===== src/rtl/floppy_pkg.sv =====
// floppy_pkg: shared types and constants for the floppy-to-SD block port arbiter
package floppy_pkg;
  typedef enum logic [1:0] {IDLE, REQ, XFER} state_t;
  localparam int NUM_DRIVES = 2;
  localparam int LBA_W = 32;
  localparam logic [23:0] TIMEOUT_DEFAULT = 24'd10_000_000;
endpackage


===== src/rtl/floppy_sd_arbiter.sv =====
// floppy_sd_arbiter: round-robin sharing of one SD block port between two floppy drives
module floppy_sd_arbiter
  import floppy_pkg::*;
#(
  parameter logic [23:0] TIMEOUT = TIMEOUT_DEFAULT
) (
  input  logic             clk,
  input  logic             reset,
  input  logic [LBA_W-1:0] req_lba0,
  input  logic [LBA_W-1:0] req_lba1,
  input  logic             req_rd0,
  input  logic             req_wr0,
  input  logic             req_rd1,
  input  logic             req_wr1,
  output logic             req_ack0,
  output logic             req_ack1,
  input  logic [7:0]       req_din0,
  input  logic [7:0]       req_din1,
  output logic [LBA_W-1:0] sd_lba,
  output logic             sd_rd,
  output logic             sd_wr,
  input  logic             sd_ack,
  output logic [7:0]       sd_buff_din,
  output logic             grant,
  output logic             busy,
  output logic             timeout_err
);
  state_t state, state_n;
  logic last_grant, pend0, pend1, pick, start, abort, done;
  logic [23:0] wait_cnt;
  always_comb begin
    pend0 = req_rd0 | req_wr0;
    pend1 = req_rd1 | req_wr1;
    pick = (pend0 && pend1) ? ~last_grant : pend1;
    start = state == IDLE && !sd_ack && (pend0 || pend1);
    abort = state == REQ && !sd_ack && wait_cnt == TIMEOUT - 24'd1;
    done = state == XFER && !sd_ack;
    state_n = start ? REQ : (state == REQ && sd_ack) ? XFER : (abort || done) ? IDLE : state;
  end
  always_ff @(posedge clk) begin
    if (reset) begin
      state <= IDLE;
      sd_rd <= 1'b0;
      sd_wr <= 1'b0;
      sd_lba <= '0;
      grant <= 1'b0;
      timeout_err <= 1'b0;
      wait_cnt <= '0;
      last_grant <= 1'b1;
    end else begin
      state <= state_n;
      timeout_err <= abort;
      if (start) begin
        grant <= pick;
        sd_lba <= pick ? req_lba1 : req_lba0;
        sd_wr <= pick ? req_wr1 : req_wr0;
        sd_rd <= pick ? !req_wr1 : !req_wr0;
        wait_cnt <= '0;
      end else if (state == REQ) begin
        if (sd_ack || abort) begin
          sd_rd <= 1'b0;
          sd_wr <= 1'b0;
        end else
          wait_cnt <= wait_cnt + 24'd1;
      end
      if (abort || done) last_grant <= grant;
    end
  end
  assign busy = state != IDLE;
  assign req_ack0 = busy && !grant && sd_ack;
  assign req_ack1 = busy && grant && sd_ack;
  assign sd_buff_din = grant ? req_din1 : req_din0;
endmodule


===== config.mk =====
export PLATFORM = sky130hd
export DESIGN_NAME = floppy_sd_arbiter
export DESIGN_NICKNAME = d
export VERILOG_FILES = /design/src/rtl/floppy_pkg.sv /design/src/rtl/floppy_sd_arbiter.sv
export SDC_FILE = /design/constraint.sdc
export NUM_CORES = 1
export LEC_CHECK = 0
export CAP_MARGIN = 10
export CORE_MARGIN = 3
export CORE_UTILIZATION = 35
export DETAILED_ROUTE_END_ITERATION = 6
export PLACE_DENSITY = 0.71
export SYNTH_ARGS = -nofsm -noshare
export SYNTH_HDL_FRONTEND = slang
export SYNTH_SLANG_ARGS = --single-unit

===== constraint.sdc =====
create_clock -name clk -period 1.8 [get_ports clk]
set_input_delay 0.18 -clock clk [delete_from_list [all_inputs] [get_ports clk]]
set_output_delay 0.18 -clock clk [all_outputs]
set_load 0.02 [all_outputs]

; ---- Yosys cells after proc, flatten, opt, wreduce, memory -nomap -nowiden
; Index checks and enable logic that the tools add are counted.
; Widths: inputs -> output; s select.
[totals]
input_bits = 87
regBits = 63
[op_classes]
addsub = 1
muxes = 12
n_reduce_logical = 27
n_bitwise = 4
n_eq_ne = 3
[op_table]
columns = op, count
row1 = $mux 32, 1
row2 = $add 24x1->24 const B, 1
row3 = $eq 24x24->1 const B, 1
row4 = $logic_and 1x1->1, 11
row5 = $mux 1, 8
row6 = $mux 8, 1
row7 = $reduce_bool 2->1, 4
row8 = $logic_not 1->1, 4
row9 = $mux 2, 2
row10 = $reduce_and 2->1, 2
row11 = $logic_or 1x1->1, 3
row12 = $reduce_bool 3->1, 1
row13 = $eq 2x1->1 const B, 1
row14 = $eq 2x2->1 const B, 1
row15 = $logic_not 2->1, 1
row16 = $not 1->1, 2
row17 = $or 1x1->1, 2
row18 = $reduce_or 2->1, 1

; ---- Longest topological paths before layout
; Gate-level depths: netlist of run 1.
[depth]
word_depth = 7
ltp_mapped = 8
mapped_depth_nobuf = 6

; ---- Worst setup path before layout of run 1
; No wires, ideal clock.
[synth_timing]
path_kind = reg-to-reg
start = register wait_cnt[0]
end = register wait_cnt[13]
period_less_slack_ns = 1.830
path_stages_with_launch = 9
setup_time_ns = 0.070
arrival_time_ns = 1.760
slack_ns = -0.030
required_ns = 1.730
path_cell_list = dfxtp_1 ha_1 nand2_1 nand4bb_1 buf_2 o211ai_1 buf_2 or3_1 a21oi_1
[synth_between]
elab_chain_cells = 5
elab_cells_between_ends = 6
cone_classes = add/sub: 1 / eq/ne: 1 / bitwise: 1 / reduce/logical: 3
[synth_rtl]
columns = item, line_no
row1 = "start, declared", floppy_sd_arbiter.sv:30  ; logic [23:0] wait_cnt;
row2 = "start signal, assigned", floppy_sd_arbiter.sv:64  ; wait_cnt <= wait_cnt + 24'd1;
row3 = branches (longest 5 deep; another with $add 24x1->24), n/a
; Several ways; the timed one is not identified.
; A chain may end at the register's enable or synchronous reset.

; ---- Worst setup path in the final report of run 1
[layout_timing]
start = register wait_cnt[18]
end = register wait_cnt[2]
[layout_between]
elab_chain_cells = 5
[layout_rtl]
columns = item, line_no
row1 = $eq 24x24->1, floppy_sd_arbiter.sv:36  ; abort = state == REQ && !sd_ack && wait_cnt == TIMEOUT - 24'd1;
row2 = $logic_and 1x1->1, floppy_sd_arbiter.sv:36
row3 = $logic_or 1x1->1, floppy_sd_arbiter.sv:60  ; if (sd_ack || abort) begin
row4 = $not 1->1 (no source line), n/a
row5 = $reduce_and 2->1 (no source line), n/a
; No other way between the ends.

==> flow_metrics.env, run 1 <==
export IMPL_drive_above_1_share_pct=21.7
export IMPL_maxCapViolations=0
export IMPL_yosys_warnings=0
export IMPL_cts_tree="built"
export IMPL_clock_sinks=63
export IMPL_preCtsSetupSlack_ns=-0.181
export IMPL_p_leak_nw=2.22
export IMPL_period_minus_slack_ns=1.74
export IMPL_synth_edf_count=0
export IMPL_synthTopCellsByArea="dfxtp_1 (40%), mux2i_1 (10%), a211oi_1 (7.6%), nor2_1 (7.4%), xor2_1 (3.6%)"
export IMPL_die_w_um=101
export IMPL_cp_max_fo=5
export IMPL_nets=617
export IMPL_overflow=0
export IMPL_ys_ff_latch=63
export IMPL_slew_headroom_pct=77.2
export IMPL_rows=34
export IMPL_setup_viol=0
export IMPL_fp_coreArea_mm2=0.00876
export IMPL_synthDistinctLibCells=50
export IMPL_required_ns=2.03
export IMPL_fin_tns_setup_ns=0
export IMPL_grt_pass1_vias=3169
export IMPL_hp_class="primary input to register"
export IMPL_final_area_mm2=0.00532
export IMPL_totalWireLength_um=9810
export IMPL_hold_ws_ns=0.471
export IMPL_cp_start_kind="register"
export IMPL_peakVddDrop_v=0.000403
export IMPL_start_util_pct=36.1
export IMPL_synth_flop_cell="dfxtp_1"
export IMPL_drtAntennaViolNets=0
export IMPL_grt_pass1_wl_um=15000
export IMPL_tightest_slew_ns=0.341
export IMPL_hold_violations=0
export IMPL_outcome="finished, final reports clean"
export IMPL_dr_pass1_iters=4
export IMPL_clockBufferDepth=2
export IMPL_critical_path_endpoint_type="register"
export IMPL_drt_iter0_markers=74
export IMPL_cts_buffers_inserted=9
export IMPL_place_hpwl_um=7250
export IMPL_cts_hold_buf=0
export IMPL_cts_root_buf="clkbuf_8"
export IMPL_drc=0
export IMPL_post_route_period_util_pct=96.7
export IMPL_power_density_mw_per_mm2=702
export IMPL_synth_most_common_cell="dfxtp_1"
export IMPL_placedCellCount=620
export IMPL_num_vias=3227
export IMPL_seq_area_frac_synth_pct=39.9
export IMPL_async_flop_share_pct=0
export IMPL_syn_nets=436
export IMPL_design_die_area_mm2=0.0102
export IMPL_wl_per_cell_um=15.3
export IMPL_htreeDepth=3
export IMPL_syn_inst=348
export IMPL_track_usage_pct=18.5
export IMPL_synth_area_mm2=0.00316
export IMPL_gp_congestion=0.872
export IMPL_synth_largest_area_cell="dfxtp_1"
export IMPL_grt_antenna_before_repair=0
export IMPL_cp_arrival_ns=1.98
export IMPL_synth_top_area_share_pct=39.9
export IMPL_io_pins=134
export IMPL_final_setup_skew_ns=0.00656
export IMPL_fin_util_pct=60.7
export IMPL_die_h_um=101
export IMPL_port_buffer_count=133
export IMPL_max_freq_mhz=574
export IMPL_slew_viol_final=0
export IMPL_avgSynthCellArea_um2=9.08
export IMPL_viasPerCell=5.03
export IMPL_fin_cells=642
export IMPL_diodes=0
export IMPL_synth_common_cells="dfxtp_1 (63), nor2_1 (62), mux2i_1 (33)"
export IMPL_syn_to_final_growth_pct=68.5
export IMPL_power_total_mw=3.73
export IMPL_clkTransAtPathRegs_ns=0.07
export IMPL_grt_max_degree=65
export IMPL_clk_latency_ns=0.34
export IMPL_layout_setup_ws_ns=0.0589
export IMPL_dpl_cell_area_mm2=0.00496
export IMPL_criticalPathCategory="register to register"
[timing repair]
item,CTS,global route
setup buffers,0,4
endpoints found under the setup margin,23,59
resized for setup,12,21
pin swaps,0,8
gates cloned,0,2
[worst max-delay path, stage by stage, from the launching register on]
cell and delay [ns]:
dfxtp_1 0.34, nor4b_4 0.37, nand4bb_4 0.15, buf_4 0.17
buf_4 0.15, o211ai_1 0.23, xor2_1 0.16, nor2_1 0.06
[layer usage]
metal	wire [um]	up-vias	track usage (%)
met5	0	-	0
met4	141	0	4.81
met3	785	12	8.51
met2	4930	104	30.0
met1	3960	1487	22.0
li1	-	1624	-
[area by class of cell]
type	instances	area (um^2)
Tap cell	108	135
Multi-Input combinational cell	257	1860
Sequential cell	63	1270
Clock buffer	9	124
Inverter	5	18.8
Clock inverter	7	73.8
Timing Repair Buffer	193	1840
Fill cell	771	3440
[cells by family after synthesis]
family | share of synthesized area (%)
AOI/OAI and AO/OA | 15.6
xor gates and xnor gates | 4.16
adders and majority gates | 0.396
buffers and inverters | 4.71
DFF | 39.9
muxes | 13.3
and+or+nand+nor | 21.9
[power breakdown]
group	internal (mW)	switching (mW)
combinational	0.534	0.439
clock	0.640	0.587
sequential	1.48	0.0514
[final timing paths]
path                      from     endpoint  slack, ns  cells after the start
setup / recovery  wait_cnt[18]  wait_cnt[2]       0.06                      7
hold / removal    req_lba1[16]   sd_lba[16]       0.47                      3
setup reg to reg  wait_cnt[18]  wait_cnt[2]       0.06                      7
hold reg to reg       state[1]     state[1]       0.50                      2
[state kept, by name (all words and copies together), names as in the netlist]
| register | cells |
|---|---|
| wait_cnt | 24 |
| sd_lba | 32 |
| last_grant | 1 |
| timeout_err | 1 |
| grant | 1 |
| sd_rd | 1 |
| state | 2 |
| sd_wr | 1 |
[cell usage in the layout, fill, tap and decap left out, drive strengths merged, types with 13 or more instances in the layout]
cell and n:
a211oi 32, buf 58, clkdlybuf4s50 122, dfxtp 63, mux2i 33, nand2 13, nor2 62, xor2 13
(Power assumes the default switching activity.)
==> inputs of run 2 (changes only) <==
--- a/config.mk
+++ b/config.mk
@@ -7,9 +7,10 @@
 export LEC_CHECK = 0
 export CAP_MARGIN = 10
 export CORE_MARGIN = 3
-export CORE_UTILIZATION = 35
+export CORE_UTILIZATION = 39
 export DETAILED_ROUTE_END_ITERATION = 6
-export PLACE_DENSITY = 0.71
+export PLACE_DENSITY = 0.77
+export SKIP_LAST_GASP = 1
 export SYNTH_ARGS = -nofsm -noshare
 export SYNTH_HDL_FRONTEND = slang
 export SYNTH_SLANG_ARGS = --single-unit
==> constraint.sdc (replaced) <==
create_clock -name clk -period 1.55 [get_ports clk]
set_input_delay 0.155 -clock clk [delete_from_list [all_inputs] [get_ports clk]]
set_output_delay 0.155 -clock clk [all_outputs]
set_load 0.02 [all_outputs]
==> run 2 against run 1 <==
Effect of this change: the flow now finishes with violations (negative setup slack); sequential cell count did not move; clock power rose by 45%; maximum frequency down 2.4%; register-to-register slack worse by 0.29 ns; wire length grew 12%; clock-buffer cell count is the same; worst setup slack worse by 0.29 ns; non-clock buffer count increased by 16; critical path type unchanged; largest cell class unchanged; highest routed layer unchanged.
==> flow_metrics.env, run 2 (same netlist as run 1, synthesis figures left out) <==
export IMPL_p_leak_nw=2.41
export IMPL_power_density_mw_per_mm2=829
export IMPL_p_clk_share_pct=37.6
export IMPL_dr_pass1_iters=4
export IMPL_cts_buffers_inserted=9
export IMPL_nFillCells=512
export IMPL_design_die_area_mm2=0.00922
export IMPL_drive_above_1_share_pct=31.5
export IMPL_clockBufferDepth=2
export IMPL_criticalPathCategory="register to register"
export IMPL_cp_start_kind="register"
export IMPL_grt_max_degree=35
export IMPL_port_buffer_count=133
export IMPL_path_cells="nor4b_4 -> nand4bb_4 -> o211ai_1 -> buf_2 -> or3_1 -> a21oi_1"
export IMPL_p_sw_mw=1.32
export IMPL_preCtsSetupSlack_ns=-0.392
export IMPL_start_util_pct=40.5
export IMPL_cp_max_fo=5
export IMPL_syn_to_final_growth_pct=81.0
export IMPL_gp_congestion=0.869
export IMPL_die_h_um=96.0
export IMPL_final_setup_skew_ns=0.00731
export IMPL_clock_sinks=63
export IMPL_grt_pass1_vias=3502
export IMPL_clkTransAtPathRegs_ns=0.08
export IMPL_violations="negative setup slack"
export IMPL_max_freq_mhz=561
export IMPL_totalWireLength_um=11000
export IMPL_largest_reg_flops=32
export IMPL_cp_arrival_ns=2.02
export IMPL_pwr_share_comb_pct=24.9
export IMPL_die_w_um=96.0
export IMPL_wl_per_cell_um=16.8
export IMPL_crit_buf_inv=1
export IMPL_period_minus_slack_ns=1.78
export IMPL_place_hpwl_um=7390
export IMPL_power_total_mw=4.74
export IMPL_seq_power_share_pct=37.5
export IMPL_io_pins=134
export IMPL_hp_class="primary input to register"
export IMPL_tightest_slew_ns=0.424
export IMPL_grt_antenna_before_repair=0
export IMPL_reg_top3="sd_lba (32), wait_cnt (24), state (2)"
export IMPL_critical_path_endpoint_type="register"
export IMPL_drc=0
export IMPL_drt_iter0_markers=116
export IMPL_slowest_delay_ns=0.40
export IMPL_peakVddDrop_v=0.000607
export IMPL_layout_setup_ws_ns=-0.233
export IMPL_mostFrequentLayoutCells="clkdlybuf4s50_1 (117), nor2_1 (58), buf_4 (58)"
export IMPL_final_common_cell="clkdlybuf4s50_1"
export IMPL_slew_headroom_pct=71.7
export IMPL_track_usage_pct=23.5
export IMPL_hold_violations=0
export IMPL_cts_tree="built"
export IMPL_maxCapViolations=0
export IMPL_largest_register="sd_lba"
export IMPL_nets=633
export IMPL_rsz0062_at_grt="true"
export IMPL_slew_viol_final=0
export IMPL_viasPerCell=5.23
export IMPL_drtAntennaViolNets=0
export IMPL_outcome="finished with violations"
export IMPL_required_ns=1.78
export IMPL_num_vias=3413
export IMPL_cts_root_buf="clkbuf_8"
export IMPL_internal_power_mw=3.42
export IMPL_post_route_period_util_pct=115
export IMPL_setup_viol=24
export IMPL_slowest_stage="nor4b_4"
export IMPL_grt_pass1_wl_um=16800
export IMPL_switching_share_pct=27.8
export IMPL_overflow=0
export IMPL_fp_coreArea_mm2=0.00781
export IMPL_rows=32
export IMPL_ff_latch_area_mm2=0.00129
export IMPL_multiInputGateArea_mm2=0.00205
export IMPL_diodes=0
export IMPL_htreeDepth=3
export IMPL_crit_family="simple AND/OR/NAND/NOR gates"
export IMPL_clk_latency_ns=0.35
run 2: cell count changes in the layout (fill, tap and decap cells not counted), sizes merged:
cell / previous run / this run
buf: 58 / 83
inv: 5 / 6
dlygate4sd2: 11 / 3
clkdlybuf4s50: 122 / 117
clkinv: 5 / 2
clkdlybuf4s15: 0 / 1
bufinv: 1 / 3
dlymetal6s2s: 0 / 3
run 2: worst paths after layout:
check / startpoint / end / slack [ns] / cells past startpoint
worst max-delay path: wait_cnt[18] / wait_cnt[13] / -0.23 / 6
worst min-delay path: req_rd0 / sd_rd / 0.41 / 4
worst max register to register: wait_cnt[18] / wait_cnt[13] / -0.23 / 6
worst min register to register: sd_lba[21] / sd_lba[21] / 0.50 / 2
run 2: layout make-up:
class                           instances  area share, %
Multi-Input combinational cell        257           35.8
Timing Repair Buffer                  209           34.8
Sequential cell                        63           22.6
Tap cell                              102           2.23
Clock buffer                            9           2.17
Clock inverter                          7           2.10
Inverter                                5          0.328
run 2: metrics by stage:
step	hold WS, ns	utilization [%]	instances	setup TNS (ns)	cell area (um^2)
global placement	0.479	65.1	626	-16.46	5080
CTS	0.441	70.5	648	-1.53	5510
finish	0.414	73.2	652	-2.91	5720
global route	0.454	73.2	652	-5.42	5720
floorplan	0.346	-	348	-1.26	3240
detailed placement	0.492	65.1	626	-19.17	5080
run 2: power by group through the flow:
stage | registers (mW) | clock network, mW | logic [mW]
final | 1.78 | 1.78 | 1.18
after global routing | 1.79 | 1.87 | 1.26
after CTS | 1.78 | 1.78 | 1.12
after detailed placement | 1.81 | 0 | 1.09
after global placement | 1.81 | 0 | 1.07
after floorplan | 1.93 | 0 | 0.405
run 2: layer usage:
metal | up-vias | GRT usage (%) | part of all wire [%]
met2 | 126 | 40.7 | 52
met1 | 1602 | 27.0 | 39
met3 | 26 | 7.82 | 6.6
met5 | - | 0 | 0
met4 | 0 | 7.82 | 2.6
li1 | 1659 | - | -
run 2: repair_timing:
item                       in CTS  in global routing
gates cloned                    2                  1
buffers inserted                4                  3
gates resized for setup        72                 49
setup endpoints to repair      74                 59
hold buffers                    0                  0
pin swaps                      27                 37
run 2: worst register-to-register path, cell delays in order, from the launching register on:
cell and delay (ns):
dfxtp_2 0.34, nor4b_4 0.40, nand4bb_4 0.18, o211ai_1 0.34
buf_2 0.23, or3_1 0.13, a21oi_1 0.06
==> inputs of run 3 (changes only) <==
--- a/config.mk
+++ b/config.mk
@@ -7,9 +7,9 @@
 export LEC_CHECK = 0
 export CAP_MARGIN = 10
 export CORE_MARGIN = 3
-export CORE_UTILIZATION = 39
+export CORE_UTILIZATION = 43
 export DETAILED_ROUTE_END_ITERATION = 6
-export PLACE_DENSITY = 0.77
+export PLACE_DENSITY = 0.81
 export SKIP_LAST_GASP = 1
 export SYNTH_ARGS = -nofsm -noshare
 export SYNTH_HDL_FRONTEND = slang
==> constraint.sdc (replaced) <==
create_clock -name clk -period 2 [get_ports clk]
set_input_delay 0.2 -clock clk [delete_from_list [all_inputs] [get_ports clk]]
set_output_delay 0.2 -clock clk [all_outputs]
set_load 0.1 [all_outputs]
==> run 3 against run 2 <==
Effect of this change: the flow now finishes without violations; sequential power decreased by 22%; sequential share of layout area increased by 2.6 points; first-iteration DRC count increased by 6.0%; non-clock buffer count decreased by 42; total power decreased by 15%; global-route usage decreased by 0.78 points; clock-buffer cell count unchanged; via count decreased by 6.8%; combinational power increased by 17%; critical path depth increased by 1.
==> flow_metrics.env, run 3 (same netlist as run 1, synthesis figures left out) <==
export IMPL_cts_root_buf="clkbuf_8"
export IMPL_dr_pass1_iters=4
export IMPL_cp_start_kind="register"
export IMPL_syn_to_final_growth_pct=58.8
export IMPL_cts_buffers_inserted=9
export IMPL_totalWireLength_um=9370
export IMPL_clockBufferDepth=2
export IMPL_post_route_period_util_pct=94.2
export IMPL_wl_per_cell_um=15.5
export IMPL_fp_coreArea_mm2=0.00694
export IMPL_reg2reg_depth=7
export IMPL_clkTransAtPathRegs_ns=0.08
export IMPL_final_common_cell="clkdlybuf4s50_1"
export IMPL_overflow=0
export IMPL_drive_above_1_share_pct=24.0
export IMPL_layout_setup_ws_ns=0.115
export IMPL_largest_register="sd_lba"
export IMPL_track_usage_pct=22.7
export IMPL_power_density_mw_per_mm2=802
export IMPL_final_setup_skew_ns=0.00740
export IMPL_diodes=0
export IMPL_port_buffer_count=133
export IMPL_drtAntennaViolNets=0
export IMPL_num_vias=3182
export IMPL_die_h_um=91.7
export IMPL_htreeDepth=3
export IMPL_reg_top3="sd_lba (32), wait_cnt (24), state (2)"
export IMPL_maxCapViolations=0
export IMPL_max_freq_mhz=531
export IMPL_die_w_um=91.7
export IMPL_rows=30
export IMPL_grt_pass1_vias=3210
export IMPL_timing_rr_start="wait_cnt[2]"
export IMPL_preCtsSetupSlack_ns=-0.366
export IMPL_nets=591
export IMPL_p_leak_nw=2.12
export IMPL_fin_tns_setup_ns=0
export IMPL_crit_start="wait_cnt[2]"
export IMPL_drt_iter0_markers=123
export IMPL_tightest_slew_ns=0.371
export IMPL_hp_class="primary input to register"
export IMPL_clock_sinks=63
export IMPL_criticalPathCategory="register to register"
export IMPL_start_util_pct=45.5
export IMPL_cts_hold_buf=0
export IMPL_largest_reg_flops=32
export IMPL_gp_congestion=0.878
export IMPL_hold_violations=0
export IMPL_viasPerCell=5.27
export IMPL_outcome="finished, final reports clean"
export IMPL_design_die_area_mm2=0.00841
export IMPL_crit_end="wait_cnt[13]"
export IMPL_clk_latency_ns=0.34
export IMPL_cp_max_fo=6
export IMPL_cts_tree="built"
export IMPL_grt_max_degree=53
export IMPL_setup_viol=0
export IMPL_rsz0062_at_grt="false"
export IMPL_grt_pass1_wl_um=15400
export IMPL_period_minus_slack_ns=1.88
export IMPL_place_hpwl_um=7300
export IMPL_worstReg2RegEnd="wait_cnt[13]"
export IMPL_mostFrequentLayoutCells="clkdlybuf4s50_1 (86), buf_4 (69), nor2_1 (61), dfxtp_1 (61), mux2i_1 (33)"
export IMPL_slew_viol_final=0
export IMPL_io_pins=134
export IMPL_slew_headroom_pct=75.0
export IMPL_drc=0
export IMPL_grt_antenna_before_repair=0
export IMPL_critical_path_endpoint_type="register"
export IMPL_peakVddDrop_v=0.000457
export IMPL_reg2reg_slack_ns=0.12
export IMPL_cp_arrival_ns=2.15
export IMPL_required_ns=2.27
export IMPL_power_total_mw=4.02
[run 3: changes by cell type in the layout (fill, tap and decap cells not counted), moves of 4 or more]
cell             previous run  this run
a211oi_1                   25        32
dfxtp_1                    48        61
buf_4                      58        69
dfxtp_2                    11         2
clkdlybuf4s50_1           117        86
buf_6                      11         1
buf_2                       9         0
dfxtp_4                     4         0
o21ai_0                     5        10
buf_12                      4        11
a211oi_2                    6         0
[run 3: per-layer routing]
layer / track usage [%] / up-vias / part of all wire [%]
met5: 0 / - / 0
met3: 7.96 / 20 / 6.8
met1: 26.7 / 1492 / 41
met2: 38.0 / 97 / 50
met4: 8.66 / 0 / 2.8
li1: - / 1573 / -
[run 3: how the worst min path moves through the flow]
stage,end,start,slack [ns],depth (start not counted)
after floorplan,wait_cnt[9],reset,0.39,2
after global placement,wait_cnt[20],wait_cnt[20],0.48,2
after detailed placement,sd_lba[11],sd_lba[11],0.49,2
after CTS,sd_lba[19],req_lba1[19],0.48,3
after global routing,sd_lba[7],req_lba1[7],0.53,3
final,sd_lba[19],req_lba1[19],0.49,3
[run 3: where the power goes]
group	switching (mW)	internal, mW
logic	0.934	0.449
clock network	0.541	0.718
registers	0.0494	1.33
[run 3: through the flow]
stage / area, um^2 / instances / util (%) / hold slack (ns)
5_1_grt: 5020 / 604 / 72.3 / 0.525
3_3_place_gp: 4750 / 585 / 68.5 / 0.484
6_report: 5020 / 604 / 72.3 / 0.486
3_5_place_dp: 4750 / 585 / 68.5 / 0.491
4_1_cts: 5000 / 603 / 72.0 / 0.481
2_1_floorplan: 3160 / 348 / - / 0.394
[run 3: what timing repair did]
item,in CTS,in global routing
setup endpoints to repair,27,7
resized for setup,1,2
buffers inserted,2,1
pin swaps,3,1
hold endpoints to repair,0,0
[run 3: area by class of cell]
class,count,area [um^2]
well taps,96,120
flip-flops and latches,63,1260
repair buffers,167,1610
multi-input cells,257,1780
clock buffers,9,124
inverters,5,18.8
clock inverters,7,105
fillers,521,1930
[run 3: critical path, cell delays in order (launching register included)]
cell and delay (ns):
dfxtp_1 0.46, nand4_4 0.18, nor2_1 0.25, o211ai_1 0.12
buf_4 0.16, buf_4 0.15, or3_1 0.34, a21oi_1 0.16
